[src/rtl/packet_cut_cfg_ctrl.sv]
// Shadowed packet-cutter configuration, applied only between packets of the monitored stream.
// Define PACKET_CUT_CFG_CTRL_STATS_EN to build the packet/apply statistics counters.
module packet_cut_cfg_ctrl #(
  parameter int C_S_AXI_DATA_WIDTH  = 32,
  parameter int C_S_AXIS_DATA_WIDTH = 256
) (
  input  logic                          axi_aclk,
  input  logic                          axi_reset,
  input  logic                          cfg_wr_en,
  input  logic                          cfg_cut_en,
  input  logic [C_S_AXI_DATA_WIDTH-1:0] cfg_cut_len,
  output logic                          cfg_busy,
  output logic                          cfg_err,
  input  logic                          mon_tvalid,
  input  logic                          mon_tready,
  input  logic                          mon_tlast,
  output logic                          cut_en,
  output logic [C_S_AXI_DATA_WIDTH-1:0] cut_offset,
  output logic [C_S_AXI_DATA_WIDTH-1:0] cut_words,
  output logic [C_S_AXI_DATA_WIDTH-1:0] cut_bytes,
  input  logic                          stat_clr,
  output logic [C_S_AXI_DATA_WIDTH-1:0] stat_pkt_cnt,
  output logic [C_S_AXI_DATA_WIDTH-1:0] stat_upd_cnt
);
  localparam int DW         = C_S_AXI_DATA_WIDTH;
  localparam int WORD_SHIFT = $clog2(C_S_AXIS_DATA_WIDTH / 8);
  localparam logic [DW-1:0] WORD_MASK = DW'((1 << WORD_SHIFT) - 1);
  localparam logic [DW-1:0] MAX_LEN   = DW'(65535);

  typedef enum logic {GAP, IN_PKT} state_t;

  typedef struct packed {
    logic          en;
    logic [DW-1:0] offset;
    logic [DW-1:0] words;
    logic [DW-1:0] bytes;
  } cut_cfg_t;

  state_t   state;
  logic     pending;
  cut_cfg_t shadow, cur, new_cfg;

  logic          beat, tlast_beat, boundary, apply, len_bad, wr_ok;
  logic [DW-1:0] len_m1, k, shamt;

  assign beat       = mon_tvalid & mon_tready;
  assign tlast_beat = beat & mon_tlast;
  // Safe points: idle between packets, or the last beat of a packet.
  assign boundary   = ((state == GAP) && !mon_tvalid) || tlast_beat;
  assign apply      = pending & boundary;
  assign len_bad    = (cfg_cut_len == '0) || (cfg_cut_len > MAX_LEN);
  assign wr_ok      = cfg_wr_en & (~cfg_cut_en | ~len_bad);

  // k is the number of valid bytes in the final word (1..32); offset marks them MSB-first.
  always_comb begin
    len_m1         = cfg_cut_len - DW'(1);
    k              = (len_m1 & WORD_MASK) + DW'(1);
    shamt          = DW'(DW) - k;
    new_cfg.en     = cfg_cut_en;
    new_cfg.bytes  = cfg_cut_len;
    new_cfg.words  = len_m1 >> WORD_SHIFT;
    new_cfg.offset = {DW{1'b1}} << shamt;
  end

  always_ff @(posedge axi_aclk or posedge axi_reset) begin
    if (axi_reset) begin
      state   <= GAP;
      pending <= 1'b0;
      shadow  <= '0;
      cur     <= '{en: 1'b0, offset: '1, words: '0, bytes: '0};
      cfg_err <= 1'b0;
    end else begin
      case (state)
        GAP:     if (beat && !mon_tlast) state <= IN_PKT;
        IN_PKT:  if (tlast_beat) state <= GAP;
        default: state <= GAP;
      endcase

      cfg_err <= cfg_wr_en & ~wr_ok;

      // A write landing on the apply edge supersedes the older shadow contents.
      if (apply) begin
        cur     <= wr_ok ? new_cfg : shadow;
        pending <= 1'b0;
        if (wr_ok) shadow <= new_cfg;
      end else if (wr_ok) begin
        shadow  <= new_cfg;
        pending <= 1'b1;
      end
    end
  end

  assign cfg_busy   = pending;
  assign cut_en     = cur.en;
  assign cut_offset = cur.offset;
  assign cut_words  = cur.words;
  assign cut_bytes  = cur.bytes;

`ifdef PACKET_CUT_CFG_CTRL_STATS_EN
  logic [DW-1:0] pkt_cnt, upd_cnt;

  always_ff @(posedge axi_aclk or posedge axi_reset) begin
    if (axi_reset) begin
      pkt_cnt <= '0;
      upd_cnt <= '0;
    end else if (stat_clr) begin
      pkt_cnt <= '0;
      upd_cnt <= '0;
    end else begin
      if (tlast_beat) pkt_cnt <= pkt_cnt + DW'(1);
      if (apply)      upd_cnt <= upd_cnt + DW'(1);
    end
  end

  assign stat_pkt_cnt = pkt_cnt;
  assign stat_upd_cnt = upd_cnt;
`else
  logic unused_stat_clr;
  assign unused_stat_clr = stat_clr;
  assign stat_pkt_cnt    = '0;
  assign stat_upd_cnt    = '0;
`endif

endmodule

[config.mk]
export PLATFORM = sky130hd
export DESIGN_NAME = packet_cut_cfg_ctrl
export DESIGN_NICKNAME = d
export VERILOG_FILES = /design/src/rtl/packet_cut_cfg_ctrl.sv
export SDC_FILE = /design/constraint.sdc
export NUM_CORES = 1
export LEC_CHECK = 0
export CORE_MARGIN = 10
export CORE_UTILIZATION = 55
export DETAILED_ROUTE_END_ITERATION = 10
export PLACE_DENSITY_LB_ADDON = 0.12
export SLEW_MARGIN = 20
export SYNTH_ARGS = -nofsm -noshare
export SYNTH_HDL_FRONTEND = slang
export SYNTH_SLANG_ARGS = --single-unit
[constraint.sdc]
create_clock -name axi_aclk -period 16.1 [get_ports axi_aclk]
set_input_delay 1.61 -clock axi_aclk [delete_from_list [all_inputs] [get_ports axi_aclk]]
set_output_delay 1.61 -clock axi_aclk [all_outputs]
set_load 0.1 [all_outputs]
Word-level counts from Yosys, hierarchy flattened

Cells that the tools add are included.
W data, S select, Z words.

Shift operators: 1
Eq/ne operators: 0
Magnitude comparators: 1
Multipliers: 0
$add $sub $neg: 3
Bitwise gates (word level): 10
Reductions and logical operators: 8
Divide/modulo/power cells: 0
Multiplexer cells: 6

Operator list:

| cell                     | count |
|---|---|
| $mux W97                 | 1 |
| $gt A32 B16 Y1 const B   | 1 |
| $logic_not A32 Y1        | 1 |
| $shl A32 B32 Y32 const A | 1 |
| $sub A32 B1 Y32 const B  | 1 |
| $sub A6 B6 Y7 const A    | 1 |
| $add A5 B1 Y6 const B    | 1 |
| $and A1 B1 Y1            | 5 |
| $mux W1                  | 4 |
| $not A1 Y1               | 4 |
| $logic_and A1 B1 Y1      | 2 |
| $logic_not A1 Y1         | 2 |
| $logic_or A1 B1 Y1       | 2 |
| $pmux W1 S2              | 1 |
| $reduce_bool A2 Y1       | 1 |
| $or A1 B1 Y1             | 1 |

Bits in latches: 0
Bits in read-only memories: 0
Input bits: 40
Memories kept: 0
Bits in writable memories: 0
Bits in registers: 197
Output and inout port bits: 163
Word-level logic and storage cells: 40

Longest topological paths before layout

Gate-level depths: netlist (run 1).

Word-level depth: 7
Mapped depth: 10
Gate-level depth less buffers: 7

Worst setup path before layout (run 1)

No wires, ideal clock.

Path kind: in2reg
From: input cfg_cut_len[1]
To: register cur, in the netlist cut_offset[9]
Setup slack: 12251 ps
Data required time: 16023 ps
Buffers on the path: 3
Setup time: 77 ps
Cell stages on the path: 10
Arrival: 3772 ps
Cells stage by stage: inv_1 -> ha_1 -> clkbuf_1 -> or3b_2 -> nor4_4 -> o21a_4 -> buf_6 -> clkbuf_1 -> o21ai_0 -> a31oi_1

Word-level cells in the longest chain between the ends: 6
Elaborated cells between the ends (all ways): 11
Classes of those cells: add/sub: 3; order compare: 1; shift: 1; mux: 1; bitwise: 3; reduce/logical: 2

Ends and longest elaborated chain:

| what                                                    | line | RTL |
|---|---|---|
| from (decl)                                             | 11   | `input logic [C_S_AXI_DATA_WIDTH-1:0] cfg_cut_len,` |
| branches (longest 5 deep; another with $sub A32 B1 Y32) | -    |  |
| $mux W97 (*)                                            | -    |  |
| to (signal assigned)                                    | 70   | `cur <= '{en: 1'b0, offset: '1, words: '0, bytes: '0};` |
| to (signal assigned)                                    | 83   | `cur <= wr_ok ? new_cfg : shadow;` |
| to (decl)                                               | 41   | `cut_cfg_t shadow, cur, new_cfg;` |

Mark *: on every way between the ends.
A chain may end at the register's enable or synchronous reset.

Worst setup path after layout (run 1)

From: input cfg_cut_len[21]
To: register shadow[96] (netlist name)

Word-level cells in the longest chain between the ends: 6
Elaborated cells between the ends (all ways): 7
Classes of those cells: order compare: 1; mux: 1; bitwise: 3; reduce/logical: 2

Ends and longest elaborated chain:

| what                                                       | line | RTL |
|---|---|---|
| $gt A32 B16 Y1 / $logic_not A32 Y1 (equally long branches) | 51   | `assign len_bad = (cfg_cut_len == '0) \|\| (cfg_cut_len > MAX_LEN);` |
| $logic_or A1 B1 Y1 (*)                                     | 51   |  |
| $not A1 Y1 (*)                                             | 52   | `assign wr_ok = cfg_wr_en & (~cfg_cut_en \| ~len_bad);` |
| $or A1 B1 Y1 (*)                                           | 52   |  |
| $and A1 B1 Y1 (*)                                          | 52   |  |
| $mux W97 (*)                                               | -    |  |
| to (signal assigned)                                       | 85   | `if (wr_ok) shadow <= new_cfg;` |
| to (signal assigned)                                       | 87   | `shadow <= new_cfg;` |
| to (decl)                                                  | 41   |  |

Mark *: on every way between the ends. The rest lies on a longest branch, timed or not.

==> reports/qor.txt, run 1 <==
initial antenna violation count - 0
commonest non-fill, non-tap cells in the layout - dfrtp_1, clkdlybuf4s50_1, nand2_1
core area - 16500 µm²
postcts setup bufs - 0
final wirelength - 24100 µm
Worst Setup Start Kind - primary input
final hold vios - 0
placed cells - 1253
R2R setup slack - 13.77 ns
crit path kind - in -> reg
CP Capture Type - flip-flop
status - finished, final reports clean
final period utilization - 33.4%
commonest non-fill, non-tap cell in the layout - dfrtp_1
Synth Flop Type - dfrtp_1
Max FO, Critical Path - 55
die area - 22200 µm²
EDFF count, synth - 0
Synth Instances - 960
TritonCTS clock tree - yes
Yosys top cell by area - dfrtp_1
Worst Path Arrival - 5.70 ns
hold path start - shadow[95]
Lkg Pwr - 4.62 nW
R2R Path End - cut_offset[7]
# rows - 47
H-Tree Depth - 4
drt first pass iters - 5
Synth cell types - 51
share of cells above drive strength 1 - 8.45%
CP Launch Point - cfg_cut_len[21]
Mean Syn Cell Area - 9.54 µm²
maximum clock path buffer count - 2
Antenna Cells - 0
maximum clock rate - 0.186 GHz
Vert. Die Dim - 149 µm
Slew @ Worst Pin - 1.08 ns
main area contributors after synthesis - dfrtp_1, dfstp_2, buf_4, o21ai_0, nand2_1
post_cts resized - 0
final setup violation count - 0
Die Width - 149 µm
Max rail drop VDD - 0.000140 V
Slew Viols, Final - 0
layout overhead on the synthesized area - 19.7%
slew margin rel. - 27.6%
worst reg2reg path depth - 6
Post-DP Area - 10300 µm²
Final min period - 5.39 ns
# IOs - 203
port bufs - 137
first-pass GRT wire length - 38200 µm
Final HPWL DP - 15800 µm
vias per inst - 5.74
CTS Hold Buffers Added - 0
Post-synth ARST share - 100%
clk_lat worst skew - 0.44 ns
vias in the first global route - 7149
gpl congestion - 0.841
setup TNS - 0 ns
Mapped Area - 9150 µm²
Initial Util - 55.6%
clock root cell - clkbuf_16
vias - 7370
GRT Overall Usage - 21.3%
Syn. warnings - 0
Clock transition at path regs - 0.07 ns
register area share after synthesis - 54.3%
FF+latch count, synth - 197
Synth top area share - 45.1%
# DRC - 0
RSZ-0062 raised after global routing - false
CP Data Required Time - 16.42 ns
hold-critical path depth - 2
Util after Layout - 66.5%
Hold Path Sink - shadow[95]
finished layout cell area - 11000 µm²
largest net degree at the start of global routing - 130
Num CTS Buffers - 17
nets - 1095
pwr dens - 235 nW/µm²
Final Skew - 0.00763 ns
Routed Antenna Nets - 0
DRT iter0 DRCs - 685
total clock sinks - 197
grt ovf - 0
Worst Hold Class - reg -> reg
average wire per standard cell - 18.8 µm
final cell count without fillers - 1285
Max Cap Viol - 0
stage by stage:
step / hold WS (ns) / power [mW] / setup WS, ns
final: 0.448 / 2.58 / 10.71
after global routing: 0.491 / 2.67 / 10.53
after CTS: 0.449 / 2.59 / 10.74
after detailed placement: 0.432 / 2.16 / 10.29
after global placement: 0.423 / 2.16 / 10.31
after floorplan: 0.410 / 1.86 / 9.17
sequential cells by signal, indices dropped and copies added (netlist names), named ones only:
name and flops:
cut_en 1, shadow 97, cut_offset 32, cfg_busy 1, cfg_err 1, cut_words 32
cut_bytes 32
logic make-up after synthesis:
family	after synthesis	share of synthesized area [%]
flip-flops	197	54.3
XOR/XNOR	25	2.39
adder cells (fa/ha/maj)	3	0.410
other	1	0.0410
multiplexers	1	0.123
buffers and inverters	149	8.97
AND/OR/NAND/NOR	333	17.0
AO/OA/AOI/OAI	251	16.8
cells in the mapped netlist, types with 11 or more instances:
master	count
buf_4	65
o221ai_1	11
nand2_1	114
xnor2_1	14
or4_1	13
nor2_1	89
nand3_1	41
clkbuf_1	56
xor2_1	11
dfrtp_1	165
o31ai_1	29
inv_1	15
dfstp_2	32
o21ai_0	89
a31oi_1	49
nor4_1	23
nor3_1	23
a21oi_1	44
worst max-delay path, cell delays in order:
cell             delay (ns)
clkdlybuf4s50_1        0.50
or4_4                  0.61
or4_4                  0.59
o21ai_4                0.73
buf_4                  0.67
nand2_1                0.56
mux2_2                 0.42
power by group:
part	leakage [nW]	total (mW)	switching [mW]	internal, mW
sequential	2.31	0.739	0.0736	0.665
clock	0.293	0.428	0.188	0.240
combinational	2.01	1.41	1.13	0.281
worst max-delay path by stage:
stage | end | slack (ns) | cells past startpoint
after floorplan | asynchronous set/reset pin | 9.17 | 1
after global placement | shadow[96] | 10.31 | 7
after detailed placement | shadow[96] | 10.29 | 7
after CTS | shadow[96] | 10.74 | 7
after global routing | shadow[96] | 10.53 | 7
final | shadow[96] | 10.71 | 7
layer usage:
layer	up-vias	global-route usage [%]	routed length (µm)
li1	3458	-	-
met1	3625	28.0	10300
met2	250	33.0	11300
met3	37	5.79	1850
met4	0	8.10	685
met5	-	0	0
layout make-up:
cell class                      instances  area (µm²)
Clock buffer                           22         507
Timing Repair Buffer                  143        1410
Tap cell                              220         275
Multi-Input combinational cell        677        3630
Fill cell                            1379        5510
Inverter                               16        67.6
Sequential cell                       197        4970
Clock inverter                         10        91.3
Note: power is estimated with default switching activity, not from simulation.
==> run 2: changes to the inputs <==
--- a/config.mk
+++ b/config.mk
@@ -6,7 +6,7 @@
 export NUM_CORES = 1
 export LEC_CHECK = 0
 export CORE_MARGIN = 10
-export CORE_UTILIZATION = 55
+export CORE_UTILIZATION = 46
 export DETAILED_ROUTE_END_ITERATION = 10
 export PLACE_DENSITY_LB_ADDON = 0.12
 export SLEW_MARGIN = 20
==> constraint.sdc (replaced) <==
create_clock -name axi_aclk -period 4.7 [get_ports axi_aclk]
set_input_delay 0.47 -clock axi_aclk [delete_from_list [all_inputs] [get_ports axi_aclk]]
set_output_delay 0.47 -clock axi_aclk [all_outputs]
set_load 0.1 [all_outputs]
==> run 2 against run 1 <==
  * Cell count grew 4.4%
  * Via count shrank 0.26%
  * Non-clock buffer count grew 12
  * Combinational power grew to 3.4 times the previous value
  * Worst hold slack gained 0.011 ns
  * Largest cell class unchanged
  * Core utilization shrank 9.8 points
  * Sequential cell count is the same
==> reports/qor.txt, run 2 (synthesis gave the netlist of run 1 again) <==
CP cell instances - clkdlybuf4s50_1, inv_1, ha_1, or3b_2, nor4_4, o21a_4, buf_12, nor4_1, o31ai_1
Worst Hold Class - reg -> reg
clock root cell - clkbuf_16
Worst Path Arrival - 3.77 ns (-1.93 ns)
final setup violation count - 0 (unchanged)
internal power - 4.00 mW (+240%)
CP Capture Type - flip-flop
first-pass GRT wire length - 39900 µm (+4.3%)
switching share of power - 54.4% (+0.41 points)
post_cts resized - 0 (unchanged)
port bufs - 137 (unchanged)
max reg flops - 97 (unchanged)
die area - 25900 µm² (+17%)
CP Launch Point - cfg_cut_len[0]
# rows - 51 (+8.5%)
maximum clock rate - 0.291 GHz
clock network fraction of total power - 16.1% (-0.5 points)
total clock sinks - 197 (unchanged)
Max rail drop VDD - 0.000499 V (+260%)
Antenna Cells - 0 (unchanged)
Worst Setup Start Kind - primary input
average wire per standard cell - 18.4 µm (-2.0%)
Routed Antenna Nets - 0 (unchanged)
layout overhead on the synthesized area - 21.1%
crit path kind - in -> reg
pwr dens - 792 nW/µm² (+240%)
Final Skew - 0.00777 ns (+0.000143 ns)
CP Data Required Time - 5.03 ns (-11.39 ns)
Slew Viols, Final - 0 (unchanged)
# DRC - 0 (unchanged)
DP Worst Slack - 0.855 ns (-9.44 ns)
Die Width - 161 µm (+8.1%)
Vert. Die Dim - 161 µm (+8.1%)
H-Tree Depth - 4 (unchanged)
Lkg Pwr - 4.66 nW (+0.92%)
Max FO, Critical Path - 46 (-16%)
maximum clock path buffer count - 2 (unchanged)
vias per inst - 5.48 (-4.5%)
grt ovf - 0 (unchanged)
Max stage delay on crit path - 0.58 ns (-0.15 ns)
postcts setup bufs - 0 (unchanged)
gpl congestion - 0.846 (+0.59%)
Num CTS Buffers - 17 (unchanged)
worst setup margin - 1.26 ns (-9.46 ns)
Util after Layout - 56.8% (-9.8 points)
clk_lat worst skew - 0.43 ns (about the same)
largest net degree at the start of global routing - 134 (+3.1%)
Slew @ Worst Pin - 1.08 ns (-0.00299 ns)
hold path start - shadow[95]
register share of total power - 28.9% (+0.2 points)
slew margin rel. - 27.8% (+0.20 points)
final period utilization - 73.2%
vias - 7351 (-0.26%)
final hold slack - 0.459 ns (+0.0105 ns)
final hold vios - 0 (unchanged)
vias in the first global route - 7201 (+0.73%)
DRT iter0 DRCs - 598 (-13%)
setup TNS - 0 ns (unchanged)
commonest non-fill, non-tap cells in the layout - dfrtp_1, clkdlybuf4s50_1, nand2_1
Initial Util - 46.9% (-8.7 points)
share of cells above drive strength 1 - 9.38% (+0.93 points)
core area - 19500 µm² (+19%)
commonest non-fill, non-tap cell in the layout - dfrtp_1
Final min period - 3.44 ns
slowest stage cell, crit path - clkdlybuf4s50_1
Comb pwr share - 55.1% (+0.4 points)
status - finished, final reports clean
CTS Hold Buffers Added - 0 (unchanged)
Clock transition at path regs - 0.06 ns (about the same)
TritonCTS clock tree - yes
Layout fillers - 1776 (+29%)
RSZ-0062 raised after global routing - false
nets - 1107 (+1.1%)
Max Cap Viol - 0 (unchanged)
final wirelength - 24700 µm (+2.3%)
drt first pass iters - 5 (unchanged)
initial antenna violation count - 0 (unchanged)
GRT Overall Usage - 18.7% (-2.6 points)
Top reg by flops - shadow
Final HPWL DP - 16500 µm (+4.4%)
Sw Pwr - 4.77 mW (+240%)
# IOs - 203 (unchanged)
[run 2: cell count changes in the layout (fill, tap and decap cells not counted), sizes merged]
| cell | previous run | this run |
|---|---|---|
| buf | 7 | 19 |
| clkbuf | 22 | 19 |
| clkinv | 5 | 7 |
| clkinvlp | 2 | 3 |
[run 2: path summary, 6_finish.rpt]
path,depth (start not counted),slack [ns],end
min,2,0.46,shadow[95]
max reg2reg,5,2.77,cut_words[13]
max,9,1.26,cut_offset[18]
min reg2reg,2,0.46,shadow[95]
max in group asynchronous,3,3.45,shadow[7]
min in group asynchronous,3,0.59,cut_words[21]
[run 2: power groups by stage]
stage,Sequential (mW),Combinational (mW),Clock [mW]
after floorplan,5.45,0.908,0
after global placement,2.55,4.85,0
after detailed placement,2.57,4.86,0
after CTS,2.54,4.87,1.44
after global routing,2.60,5.03,1.52
final,2.53,4.83,1.41
[run 2: metal layers]
layer	track usage, %	vias up	routed length [µm]
met1	25.5	3639	11400
met4	4.63	0	248
li1	-	3480	-
met5	0	-	0
met2	28.9	214	11300
met3	5.26	18	1730
[run 2: layout make-up]
class,count,area (µm²),share of cell area (%)
flip-flops and latches,197,4970,44.8
multi-input cells,677,3630,32.7
repair buffers,155,1530,13.8
clock buffers,19,443,4.00
well taps,265,332,2.99
clock inverters,13,125,1.13
inverters,16,63.8,0.576
[run 2: worst max-delay path, delay by kind of cell]
kind,cells,cell delay (ns)
AO/OA/AOI/OAI,2,0.75
buffers and inverters,3,1.03
adder cells (fa/ha/maj),1,0.33
AND/OR/NAND/NOR,3,1.17
[run 2: through the flow]
stage | cell area [µm²] | power [mW] | std cells
after CTS | 11100 | 8.85 | 1342
after floorplan | 9390 | 6.36 | 1023
final | 11100 | 8.78 | 1342
after detailed placement | 10500 | 7.43 | 1310
after global placement | 10500 | 7.40 | 1310
after global routing | 11100 | 9.14 | 1342
==> run 3: changes to the inputs <==
--- a/config.mk
+++ b/config.mk
@@ -6,7 +6,7 @@
 export NUM_CORES = 1
 export LEC_CHECK = 0
 export CORE_MARGIN = 10
-export CORE_UTILIZATION = 46
+export CORE_UTILIZATION = 51
 export DETAILED_ROUTE_END_ITERATION = 10
 export PLACE_DENSITY_LB_ADDON = 0.12
 export SLEW_MARGIN = 20
==> constraint.sdc (replaced) <==
create_clock -name axi_aclk -period 3.54 [get_ports axi_aclk]
set_input_delay 0.354 -clock axi_aclk [delete_from_list [all_inputs] [get_ports axi_aclk]]
set_output_delay 0.354 -clock axi_aclk [all_outputs]
set_load 0.1 [all_outputs]
==> run 3 against run 2 <==
  * Total power grew 34%
  * Wire length grew 0.30%
  * Clock power grew 39%
  * Global-route usage grew 1.8 points
  * Register-to-register slack lost 1.1 ns
  * Setup slack lost 0.60 ns
  * Die area shrank 8.6%
  * Via count grew 1.6%
  * Highest routed layer unchanged
==> reports/qor.txt, run 3 (synthesis gave the netlist of run 1 again) <==
delay-heaviest family, CP - simple AND/OR/NAND/NOR gates
nets - 1130 (+2.1%)
CP Data Required Time - 3.89 ns (-1.14 ns)
commonest non-fill, non-tap cell in the layout - dfrtp_1
Slew Viols, Final - 0 (unchanged)
clock root cell - clkbuf_16
# IOs - 203 (unchanged)
final hold vios - 0 (unchanged)
core area - 17400 µm² (-11%)
die area - 23700 µm² (-8.6%)
internal power - 5.47 mW (+37%)
final setup violation count - 0 (unchanged)
Num CTS Buffers - 17 (unchanged)
switching share of power - 53.6% (-0.78 points)
grt peak-use layer - met2
crit path kind - in -> reg
# DRC - 0 (unchanged)
Final Skew - 0.00658 ns (-0.00119 ns)
Max rail drop VDD - 0.000706 V (+42%)
met1 track demand over resource - 27.7% (+2.2 points)
share of cells above drive strength 1 - 11.0% (+1.6 points)
RSZ-0062 raised after global routing - false
status - finished, final reports clean
Initial Util - 52.6% (+5.7 points)
Max stage delay on crit path - 0.61 ns (+0.03 ns)
Worst Path Buf+Inv - 2 (-1)
DRT iter0 DRCs - 570 (-4.7%)
largest net degree at the start of global routing - 198 (+48%)
slowest stage cell, crit path - or4_4
vias in the first global route - 7358 (+2.2%)
Antenna Cells - 0 (unchanged)
CTS Hold Buffers Added - 0 (unchanged)
gpl congestion - 0.838 (-0.98%)
average wire per standard cell - 18.7 µm (+1.6%)
Routed Antenna Nets - 0 (unchanged)
slew margin rel. - 27.5% (-0.30 points)
final wirelength - 24700 µm (+0.30%)
CP cell instances - clkdlybuf4s50_1, or4_4, or4_4, o21a_4, buf_12, or4_1, a31oi_1
drt first pass iters - 5 (unchanged)
cell mode on critical path - or4_4
clock network fraction of total power - 16.6% (+0.5 points)
TritonCTS clock tree - yes
Vert. Die Dim - 154 µm (-4.4%)
postcts setup bufs - 0 (unchanged)
Clock transition at path regs - 0.07 ns (about the same)
post_cts resized - 0 (unchanged)
clk_lat worst skew - 0.43 ns (about the same)
Worst Setup Start Kind - primary input
vias per inst - 5.63 (+2.9%)
Final HPWL DP - 16700 µm (+1.1%)
vias - 7466 (+1.6%)
Max FO, Critical Path - 37 (-20%)
final cell count without fillers - 1325 (-1.3%)
Max Cap Viol - 0 (unchanged)
H-Tree Depth - 4 (unchanged)
Sw Pwr - 6.33 mW (+33%)
Die Width - 154 µm (-4.4%)
layout overhead on the synthesized area - 23.4%
first-pass GRT wire length - 40200 µm (+0.62%)
GR Layer Usage met3 - 6.11% (+0.85 points)
maximum clock rate - 0.347 GHz
grt ovf - 0 (unchanged)
GRT Overall Usage - 20.6% (+1.8 points)
# rows - 48 (-5.9%)
Lkg Pwr - 4.81 nW (+3.1%)
final period utilization - 81.5%
Comb pwr share - 54.8% (-0.3 points)
initial antenna violation count - 0 (unchanged)
CP Capture Type - flip-flop
Final min period - 2.89 ns
Slew @ Worst Pin - 1.08 ns (+0.00451 ns)
setup TNS - 0 ns (unchanged)
pwr dens - 1040 nW/µm² (+32%)
max reg flops - 97 (unchanged)
commonest non-fill, non-tap cells in the layout - dfrtp_1, clkdlybuf4s50_1, nand2_1
Top reg by flops - shadow
placed cells - 1292 (-1.4%)
maximum clock path buffer count - 2 (unchanged)
port bufs - 137 (unchanged)
register share of total power - 28.6% (-0.3 points)
Worst Hold Class - in -> async
Worst Path Arrival - 3.24 ns (-0.53 ns)
total clock sinks - 197 (unchanged)
Global Route met2 Usage - 31.6% (+2.7 points)
-- run 3: cell count changes in the layout (fill, tap and decap cells not counted) --
cell,before,now
buf_4,16,34
clkinv_4,5,0
buf_12,2,6
clkbuf_1,1,4
inv_6,3,0
bufinv_16,1,3
clkinv_2,2,4
buf_16,0,1
clkinvlp_4,3,4
-- run 3: per-layer routing --
metal / wire [µm] / up-vias
met2: 11600 / 264
met1: 10900 / 3642
met3: 1840 / 29
li1: - / 3531
met5: 0 / -
met4: 426 / 0
-- run 3: through the flow --
| step | hold WS [ns] | setup WS [ns] | cell area, µm² | utilization [%] | total power [mW] |
|---|---|---|---|---|---|
| after floorplan | 0.410 | 0.666 | 9390 | - | 8.44 |
| after global placement | 0.420 | 0.279 | 10700 | 61.3 | 9.86 |
| after detailed placement | 0.427 | 0.241 | 10700 | 61.3 | 9.90 |
| after CTS | 0.446 | 0.677 | 11300 | 64.7 | 11.9 |
| after global routing | 0.415 | 0.563 | 11300 | 64.9 | 12.3 |
| final | 0.380 | 0.655 | 11300 | 64.9 | 11.8 |
-- run 3: layout make-up --
cell class | instances | area (µm²)
inverter | 16 | 63.8
clock inverter | 10 | 133
timing repair buffer | 178 | 1770
fill | 1461 | 6120
sequential | 197 | 4970
multi-input combinational | 677 | 3630
tap | 225 | 282
clock buffer | 22 | 454
-- run 3: final timing paths --
path                            depth (start not counted)        endpoint             from  slack (ns)
worst max-delay path                                    7  cut_offset[10]  cfg_cut_len[21]        0.65
worst min-delay path                                    3   cut_words[28]        axi_reset        0.38
worst max register to register                          5   cut_words[19]        flip-flop        1.64
worst min register to register                          2      shadow[95]       shadow[95]        0.44
max in group asynchronous                               4      shadow[81]        axi_reset        2.22
min in group axi_aclk                                   2      shadow[95]       shadow[95]        0.44
-- run 3: worst reg2reg max path: cells and delay by family, from the launching register on --
| kind | cells | cell delay, ns |
|---|---|---|
| AO/OA/AOI/OAI | 2 | 0.64 |
| buffers and inverters | 1 | 0.41 |
| flip-flops | 1 | 0.38 |
| AND/OR/NAND/NOR | 2 | 0.37 |
-- run 3: power by group through the flow --
stage                     registers, mW  logic (mW)  clock network (mW)
after floorplan                    7.23        1.21                   0
after global placement             3.39        6.47                   0
after detailed placement           3.41        6.50                   0
after CTS                          3.38        6.51                1.98
after global routing               3.46        6.72                2.08
final                              3.38        6.47                1.96
